<file path="config.mk">
export PLATFORM = sky130hd
export DESIGN_NAME = hazard_stall_ctrl
export DESIGN_NICKNAME = d
export VERILOG_FILES = /design/src/rtl/hazard_stall_ctrl.sv
export SDC_FILE = /design/constraint.sdc
export NUM_CORES = 1
export LEC_CHECK = 0
export ABC_AREA = 0
export CORE_AREA = 5 5 80 82
export DETAILED_ROUTE_END_ITERATION = 12
export DIE_AREA = 0 0 85 87
export PLACE_DENSITY = 0.76
export SLEW_MARGIN = 20
export SYNTH_ARGS = -nofsm -noshare
export SYNTH_HDL_FRONTEND = slang
export SYNTH_SLANG_ARGS = --single-unit
</file>
<file path="constraint.sdc">
create_clock -name clk -period 2.4 [get_ports clk]
set_input_delay 0.48 -clock clk [delete_from_list [all_inputs] [get_ports clk]]
set_output_delay 0.48 -clock clk [all_outputs]
set_load 0.05 [all_outputs]
</file>
<file path="src/rtl/hazard_stall_ctrl.sv">
// Stall/flush controller for the 5-stage MIPS pipeline.
// Detects Tuse/Tnew register hazards against E and M, tracks the mult/div
// busy window, drives pipeline register enables/clear and counts stall cycles.
module hazard_stall_ctrl #(
    parameter int unsigned MULT_CYC = 5,
    parameter int unsigned DIV_CYC  = 10,
    parameter int unsigned CNT_W    = 4
) (
    input  logic        clk,
    input  logic        reset,
    input  logic [4:0]  D_rs,
    input  logic [4:0]  D_rt,
    input  logic [1:0]  D_Tuse_rs,
    input  logic [1:0]  D_Tuse_rt,
    input  logic        D_is_md,
    input  logic [4:0]  E_A3,
    input  logic [1:0]  E_Tnew,
    input  logic [4:0]  M_A3,
    input  logic [1:0]  M_Tnew,
    input  logic        E_start_mult,
    input  logic        E_start_div,
    output logic        F_EN,
    output logic        D_EN,
    output logic        E_clr,
    output logic        M_EN,
    output logic        stall,
    output logic        md_busy,
    output logic [31:0] stall_cnt
);

    logic [CNT_W-1:0] r_cnt;
    logic [31:0]      r_stall_cnt;

    logic w_stall_rs;
    logic w_stall_rt;
    logic w_md_busy;
    logic w_stall;

    // Register hazards: a D-stage source that needs its value before the
    // producer in E/M can forward it. Register 0 is never a real dependency.
    always_comb begin
        w_stall_rs = (D_rs != 5'd0) &&
                     (((D_rs == E_A3) && (D_Tuse_rs < E_Tnew)) ||
                      ((D_rs == M_A3) && (D_Tuse_rs < M_Tnew)));
        w_stall_rt = (D_rt != 5'd0) &&
                     (((D_rt == E_A3) && (D_Tuse_rt < E_Tnew)) ||
                      ((D_rt == M_A3) && (D_Tuse_rt < M_Tnew)));
    end

    // MDU busy covers the issue cycle plus the countdown window.
    always_comb begin
        w_md_busy = E_start_mult | E_start_div | (r_cnt != '0);
        w_stall   = w_stall_rs | w_stall_rt | (D_is_md & w_md_busy);
    end

    // Outputs; reset overrides every hazard so the pipeline flows freely.
    always_comb begin
        stall     = ~reset & w_stall;
        md_busy   = ~reset & w_md_busy;
        F_EN      = ~stall;
        D_EN      = ~stall;
        E_clr     = stall;
        M_EN      = 1'b1;
        stall_cnt = r_stall_cnt;
    end

    // MDU countdown: div load beats mult load; a new start reloads, never adds.
    always_ff @(posedge clk or posedge reset) begin
        if (reset) begin
            r_cnt <= '0;
        end else if (E_start_div) begin
            r_cnt <= CNT_W'(DIV_CYC);
        end else if (E_start_mult) begin
            r_cnt <= CNT_W'(MULT_CYC);
        end else if (r_cnt != '0) begin
            r_cnt <= r_cnt - 1'b1;
        end
    end

    // Saturating stall-cycle counter for performance debug.
    always_ff @(posedge clk or posedge reset) begin
        if (reset) begin
            r_stall_cnt <= '0;
        end else if (stall && (r_stall_cnt != 32'hFFFF_FFFF)) begin
            r_stall_cnt <= r_stall_cnt + 32'd1;
        end
    end

endmodule
</file>
==> results of run 1 <==
## worst paths after layout
path | start | to | cells past startpoint
min in group clk | E_start_div | r_cnt[2] | 3
worst max register to register | stall_cnt[6] | stall_cnt[25] | 7
worst min register to register | stall_cnt[21] | stall_cnt[21] | 1
worst min-delay path | reset | stall_cnt[20] | 3
max in group asynchronous | reset | r_cnt[3] | 3
worst max-delay path | D_rs[1] | stall | 7
## power by group through the flow
stage / Clock, mW / Combinational, mW / Sequential (mW)
5_1_grt: 0.482 / 0.931 / 0.801
6_report: 0.446 / 0.880 / 0.783
3_3_place_gp: 0 / 0.831 / 0.792
3_5_place_dp: 0 / 0.847 / 0.796
4_1_cts: 0.459 / 0.876 / 0.784
2_1_floorplan: 0 / 0.236 / 1.06
## state kept, by name (all words and copies together) (netlist names)
name / count
r_cnt: 4
stall_cnt: 32
## worst min-delay path, cell delays in order
cell            delay [ns]
dlymetal6s2s_1        0.16
clkinvlp_4            0.09
buf_4                 0.40
## Yosys cell counts, drive strengths merged
library cell / count
nor3b: 2
or4: 2
xor2: 36
nor3: 11
ha: 7
nand4: 10
a2111oi: 2
and4: 2
nor4bb: 1
nand2: 16
nor2: 13
buf: 7
a221oi: 1
xnor2: 14
and2: 1
or3: 1
nor4b: 4
and4bb: 1
nand3b: 2
o21bai: 1
or2: 3
nand2b: 2
a21oi: 6
mux2: 4
and3: 4
nor4: 13
a211oi: 1
inv: 10
o21ai: 3
conb: 1
dfrtp: 36
nand3: 7
## cells by family (layout without fill, tap and decap cells)
logic type / count (synthesis) / count (layout) / share of synthesized area, %
DFF: 36 / 36 / 38.7
AOI/OAI and AO/OA: 14 / 14 / 4.79
other: 1 / 1 / 0.161
muxes: 4 / 4 / 2.10
and+or+nand+nor: 95 / 95 / 27.5
adders and majority gates: 7 / 7 / 3.77
xor gates and xnor gates: 50 / 50 / 18.8
buffers and inverters: 17 / 120 / 4.09
## cell type report
cell class / count / area share, %
sequential: 36 / 24.9
tap: 75 / 2.60
clock buffer: 8 / 2.49
inverter: 10 / 1.32
multi-input combinational: 171 / 42.3
timing repair buffer: 102 / 26.4
## routing by layer
layer	wire length (microns)	vias up	part of all wire [%]	global-route usage (%)
li1	-	986	-	-
met1	2370	976	39	19.9
met2	3170	57	52	30.2
met3	443	8	7.3	5.77
met4	80	0	1.3	4.75
met5	0	-	0	0
## what timing repair did
item,CTS,global route
endpoints found under the setup margin,36,22
buffers inserted,4,1
resized for setup,76,25
pin swaps,21,18
==> summary.md, run 1 <==
| Metric | Value |
|---|---|
| # fillers | 480 |
| Final HPWL DP | approximately 4600 microns |
| P_sw | 0.827 mW |
| Dominant cell type by area after synthesis | dfrtp_1 |
| Port-buffer cells | 69 |
| Worst Setup End Kind | output port |
| Yosys reg bits | 36 |
| Period utilization | 107% |
| Final Hold Violating Endpoints | 0 |
| Int Pwr | 1.28 mW |
| Share of the synthesized area in the top cell type | 38.7% |
| Final hold slack | 0.408 ns |
| CP max-delay cell | or4_4 |
| Max clock buf depth | 2 |
| Cell Area, Synth | 0.00233 sq mm |
| Multi-input logic area | 0.00153 sq mm |
| Root Buffer | clkbuf_8 |
| Placed cell count | approximately 390 |
| Area grow syn2layout | 55.4% |
| Die H | 87 microns |
| Worst Tran Pin Value | 0.529 ns |
| Final Max Tran Viols | 0 |
| Gate power share | 41.7% |
| Number of diodes | 0 |
| Crit path kind | in -> out |
| Final cell count without fillers | 402 |
| P_leak | 1.60 nW |
| Final setup vio count | 4 |
| TritonCTS sink count | 36 |
| Max Cap Violations | 0 |
| Num rows | 28 |
| Setup TNS | -0.459 ns |
| Clock transition at the registers of the reported paths | 0.07 ns |
| Core area | 0.00568 sq mm |
| CTS Buf Count | 5 |
| Yosys Warn Count | 0 |
| H-tree levels | 2 |
| Syn Inst Count | 224 |
| Synth area leaders | dfrtp_1 39%, xor2_1 14%, xnor2_1 5.3% |
| Post-route cell area | 0.00361 sq mm |
| Full die area | between 0.007 and 0.008 sq mm |
| Unique masters post-synth | 45 |
| Most common cell after layout, fill and taps aside | dfrtp_1 |
| Post-route ant nets | 0 |
| Design Power | 2.11 mW |
| TritonRoute pass-1 iters | 4 |
| Final wirelength | 6060 microns |
| Post-layout util | 63.7% |
| Power Density | 584 mW/mm^2 |
| Final net count | 366 |
| First-pass GRT wire length | 10100 microns |
| Crit-path max cell delay | 0.52 ns |
| Top delay family on crit path | compound AO/OA/AOI/OAI gates |
| Failing checks | negative setup slack |
| Vias in the first global route | 2140 |
| HP Class | in -> async |
| Wire length per cell | 15.1 microns |
| Clk pwr share | between 20% and 30% |
| Total grt overflow | 0 |
| Critical Path RT | roughly 1.9 ns |
| Critical Path AT | 2.08 ns |
| Vias per Instance | between 5 and 6 |
| Seq/Total Area, Yosys | 38.7% |
| Post-CTS Hold Fix Bufs | 0 |
| Die width | 85 microns |
| Reg area | 901 sq um |
| Seq pwr share | 37.1% |
| Iteration-0 DRC Markers | 49 |
| Syn Nets | 264 |
| Vias | about 2000 |
| PnR worst setup slack | -0.156 ns |
| RSZ-0062 raised after global routing | yes |
| Gr usage total | 17.1% |
| IR drop worst, VDD | ~660 uV |
| Clock latency on the worst-skew pair | 0.29 ns |
| Most frequent cells in the layout | 36 x dfrtp_1, 34 x clkdlybuf4s50_1, 32 x xor2_1 |
| GP Congestion | 0.861 |
| Final min period | roughly 2.6 ns |
| DRC viols | 0 |
| Highest Clock Rate | 391 MHz |
| Average cell area after synthesis | roughly 10 sq um |
| Layout cells sized above 1 | between 30% and 40% |
| Final Skew | a little under 0.006 ns |
| Relative slew slack | about 65% |
| WP buf/inv | 3 |
| CTS tree | yes |
| Place WS | -0.941 ns |
| Largest net degree at the start of global routing | 37 |
| I/O pin count | 71 |
| Switching Share | 39.2% |
| Post-DP Area | 0.00331 sq mm |
| Initial antenna violation count | 0 |
| Worst R2R Setup Slack | between 0.1 and 0.15 ns |
| Initial core utilization | 41.0% |
| Worst-path fanout max | 3 |
| CP startpoint kind | input pin |
| Status | complete, but fails checks |
| Critical-path cell list | buf_6, or4_4, o21ai_2, a21oi_2, a221oi_4, clkinvlp_4, buf_8 |
Power figures use the tool's default switching activity.
==> run 2: changes to the inputs <==
--- a/config.mk
+++ b/config.mk
@@ -6,10 +6,11 @@
 export NUM_CORES = 1
 export LEC_CHECK = 0
 export ABC_AREA = 0
-export CORE_AREA = 5 5 80 82
+export CORE_AREA = 5 5 70 72
 export DETAILED_ROUTE_END_ITERATION = 12
-export DIE_AREA = 0 0 85 87
-export PLACE_DENSITY = 0.76
+export DIE_AREA = 0 0 75 77
+export DONT_BUFFER_PORTS = 1
+export PLACE_DENSITY = 0.74
 export SLEW_MARGIN = 20
 export SYNTH_ARGS = -nofsm -noshare
 export SYNTH_HDL_FRONTEND = slang
==> summary.md, run 2 (synthesis results as in run 1) <==
| Metric | Value |
|---|---|
| Final hold slack | 0.208 ns (was 0.408 ns) |
| Vias | 1873 (was 2027) |
| Initial antenna violation count | 0 (unchanged) |
| Die H | 77 microns (was 87 microns) |
| IR drop worst, VDD | 513 uV (was 658 uV) |
| Clock transition at the registers of the reported paths | 0.07 ns (about the same) |
| Max clock buf depth | 2 (unchanged) |
| Number of diodes | 0 (unchanged) |
| P_leak | 1.33 nW (was 1.60 nW) |
| Design Power | 1.94 mW (was 2.11 mW) |
| Crit path kind | reg -> out (was in -> out) |
| Worst Setup End Kind | output port (unchanged) |
| Port-buffer cells | 0 (was 69) |
| Reg2reg end | stall_cnt[25] (unchanged) |
| Status | complete, but fails checks (unchanged) |
| Post-DP Area | 0.00274 sq mm (was 0.00331 sq mm) |
| Vias in the first global route | 2005 (was 2140) |
| CP startpoint kind | flip-flop (was input pin) |
| Failing checks | negative setup slack (unchanged) |
| Final Skew | 0.00913 ns (was 0.00586 ns) |
| CTS tree | yes (unchanged) |
| Power Density | 668 mW/mm^2 (was 584 mW/mm^2) |
| Area grow syn2layout | 24.7% (was 55.4%) |
| Crit path from | r_cnt[2] (was D_rs[1]) |
| # fillers | 341 (was 480) |
| RSZ-0062 raised after global routing | yes (unchanged) |
| Total grt overflow | 0 (unchanged) |
| DR WL met3 | 504 microns (was 443 microns) |
| Largest net degree at the start of global routing | 37 (unchanged) |
| Most common cell after layout, fill and taps aside | buf_4 (was dfrtp_1) |
| Die width | 75 microns (was 85 microns) |
| Metal-1 WL | 2160 microns (was 2370 microns) |
| Final setup vio count | 4 (unchanged) |
| Critical Path AT | 1.96 ns (was 2.08 ns) |
| Vias per Instance | 5.64 (was 5.04) |
| TritonRoute pass-1 iters | 4 (unchanged) |
| Worst-path fanout max | 3 (unchanged) |
| Post-layout util | 68.5% (was 63.7%) |
| Most frequent cells in the layout | 52 x buf_4, 36 x xor2_1, 36 x dfrtp_1 (was 36 x dfrtp_1, 34 x clkdlybuf4s50_1, 32 x xor2_1) |
| Worst r2r src | stall_cnt[7] (was stall_cnt[6]) |
| Initial core utilization | 54.9% (was 41.0%) |
| GP Congestion | 0.811 (was 0.861) |
| Post-route cell area | 0.00290 sq mm (was 0.00361 sq mm) |
| Core area | 0.00423 sq mm (was 0.00568 sq mm) |
| Max FFs per register | 32 (unchanged) |
| Final Max Tran Viols | 0 (unchanged) |
| Critical Path RT | 1.92 ns (about the same) |
| DRC viols | 0 (unchanged) |
| Post-route ant nets | 0 (unchanged) |
| Worst R2R Setup Slack | 0.16 ns (was 0.13 ns) |
| H-tree levels | 2 (unchanged) |
| Final min period | 2.44 ns (was 2.56 ns) |
| Root Buffer | clkbuf_8 (unchanged) |
| I/O pin count | 71 (unchanged) |
| Highest Clock Rate | 410 MHz (was 391 MHz) |
| Layout cells sized above 1 | 34.6% (was 32.4%) |
| Iteration-0 DRC Markers | 63 (was 49) |
| Max Cap Violations | 0 (unchanged) |
| Clock latency on the worst-skew pair | 0.29 ns (about the same) |
| PnR worst setup slack | -0.0383 ns (was -0.156 ns) |
| Gr usage total | 20.6% (was 17.1%) |
| Full die area | 0.00578 sq mm (was 0.00740 sq mm) |
| Final Hold Violating Endpoints | 0 (unchanged) |
| Uppermost routed layer | met4 (unchanged) |
| Wire length per cell | 16.8 microns (was 15.1 microns) |
| Period utilization | 102% (was 107%) |
| Final HPWL DP | 4390 microns (was 4600 microns) |
| First-pass GRT wire length | 9310 microns (was 10100 microns) |
| Final wirelength | 5580 microns (was 6060 microns) |
| HP Class | in -> async (unchanged) |
| Final net count | 319 (was 366) |
| Num rows | 24 (was 28) |
| Routed wl met2 | 2850 microns (was 3170 microns) |
| Worst setup path endpoint | stall (unchanged) |
| R2R cell count | 7 (unchanged) |
| TritonCTS sink count | 36 (unchanged) |
| CTS Buf Count | 5 (unchanged) |
-- run 2: critical path, cell delays in order, from the launching register on --
cell and delay [ns]:
dfrtp_1 0.40, nor4_2 0.22, and2_4 0.20, nor2_4 0.04, a221oi_4 0.42, clkinvlp_4 0.20
buf_12 0.19
-- run 2: cell type report --
cell class	instances	area, sq um	area share (%)
sequential	36	901	31.1
tap	52	65.1	2.24
multi-input combinational	171	1370	47.1
clock inverter	3	18.8	0.647
clock buffer	5	68.8	2.37
timing repair buffer	55	437	15.1
inverter	10	45.0	1.55
-- run 2: how the worst min path moves through the flow --
stage               endpoint  slack, ns  cells past startpoint
2_1_floorplan       r_cnt[0]       0.44                      1
3_3_place_gp   stall_cnt[22]       0.53                      2
3_5_place_dp   stall_cnt[22]       0.53                      2
4_1_cts        stall_cnt[12]       0.22                      2
5_1_grt        stall_cnt[22]       0.24                      2
6_report       stall_cnt[22]       0.21                      2
-- run 2: power by group --
part           leakage [nW]  internal, mW  switching, mW  total [mW]
combinational         0.822         0.254          0.528       0.782
sequential            0.461         0.690         0.0461       0.736
clock                0.0479         0.202          0.218       0.420
-- run 2: stage by stage --
| step | instances | worst slack [ns] | setup TNS, ns |
|---|---|---|---|
| after floorplan | 224 | -0.399 | -1.13 |
| after global placement | 319 | -0.136 | -1.21 |
| after detailed placement | 319 | -0.199 | -2.87 |
| after CTS | 330 | -0.0724 | -0.145 |
| after global routing | 332 | -0.157 | -0.566 |
| final | 332 | -0.0383 | -0.109 |
-- run 2: timing repair --
| item | in CTS | in global routing |
|---|---|---|
| endpoints found under the setup margin | 4 | 18 |
| buffers inserted | 3 | 2 |
| pin swaps | 2 | 2 |
| gates resized for setup | 5 | 7 |
| hold buffers | 0 | 0 |
-- run 2: routing by layer --
layer	global-route usage, %	vias up
met2	33.7	55
li1	-	905
met3	9.28	7
met4	6.05	0
met5	0	-
met1	23.8	906
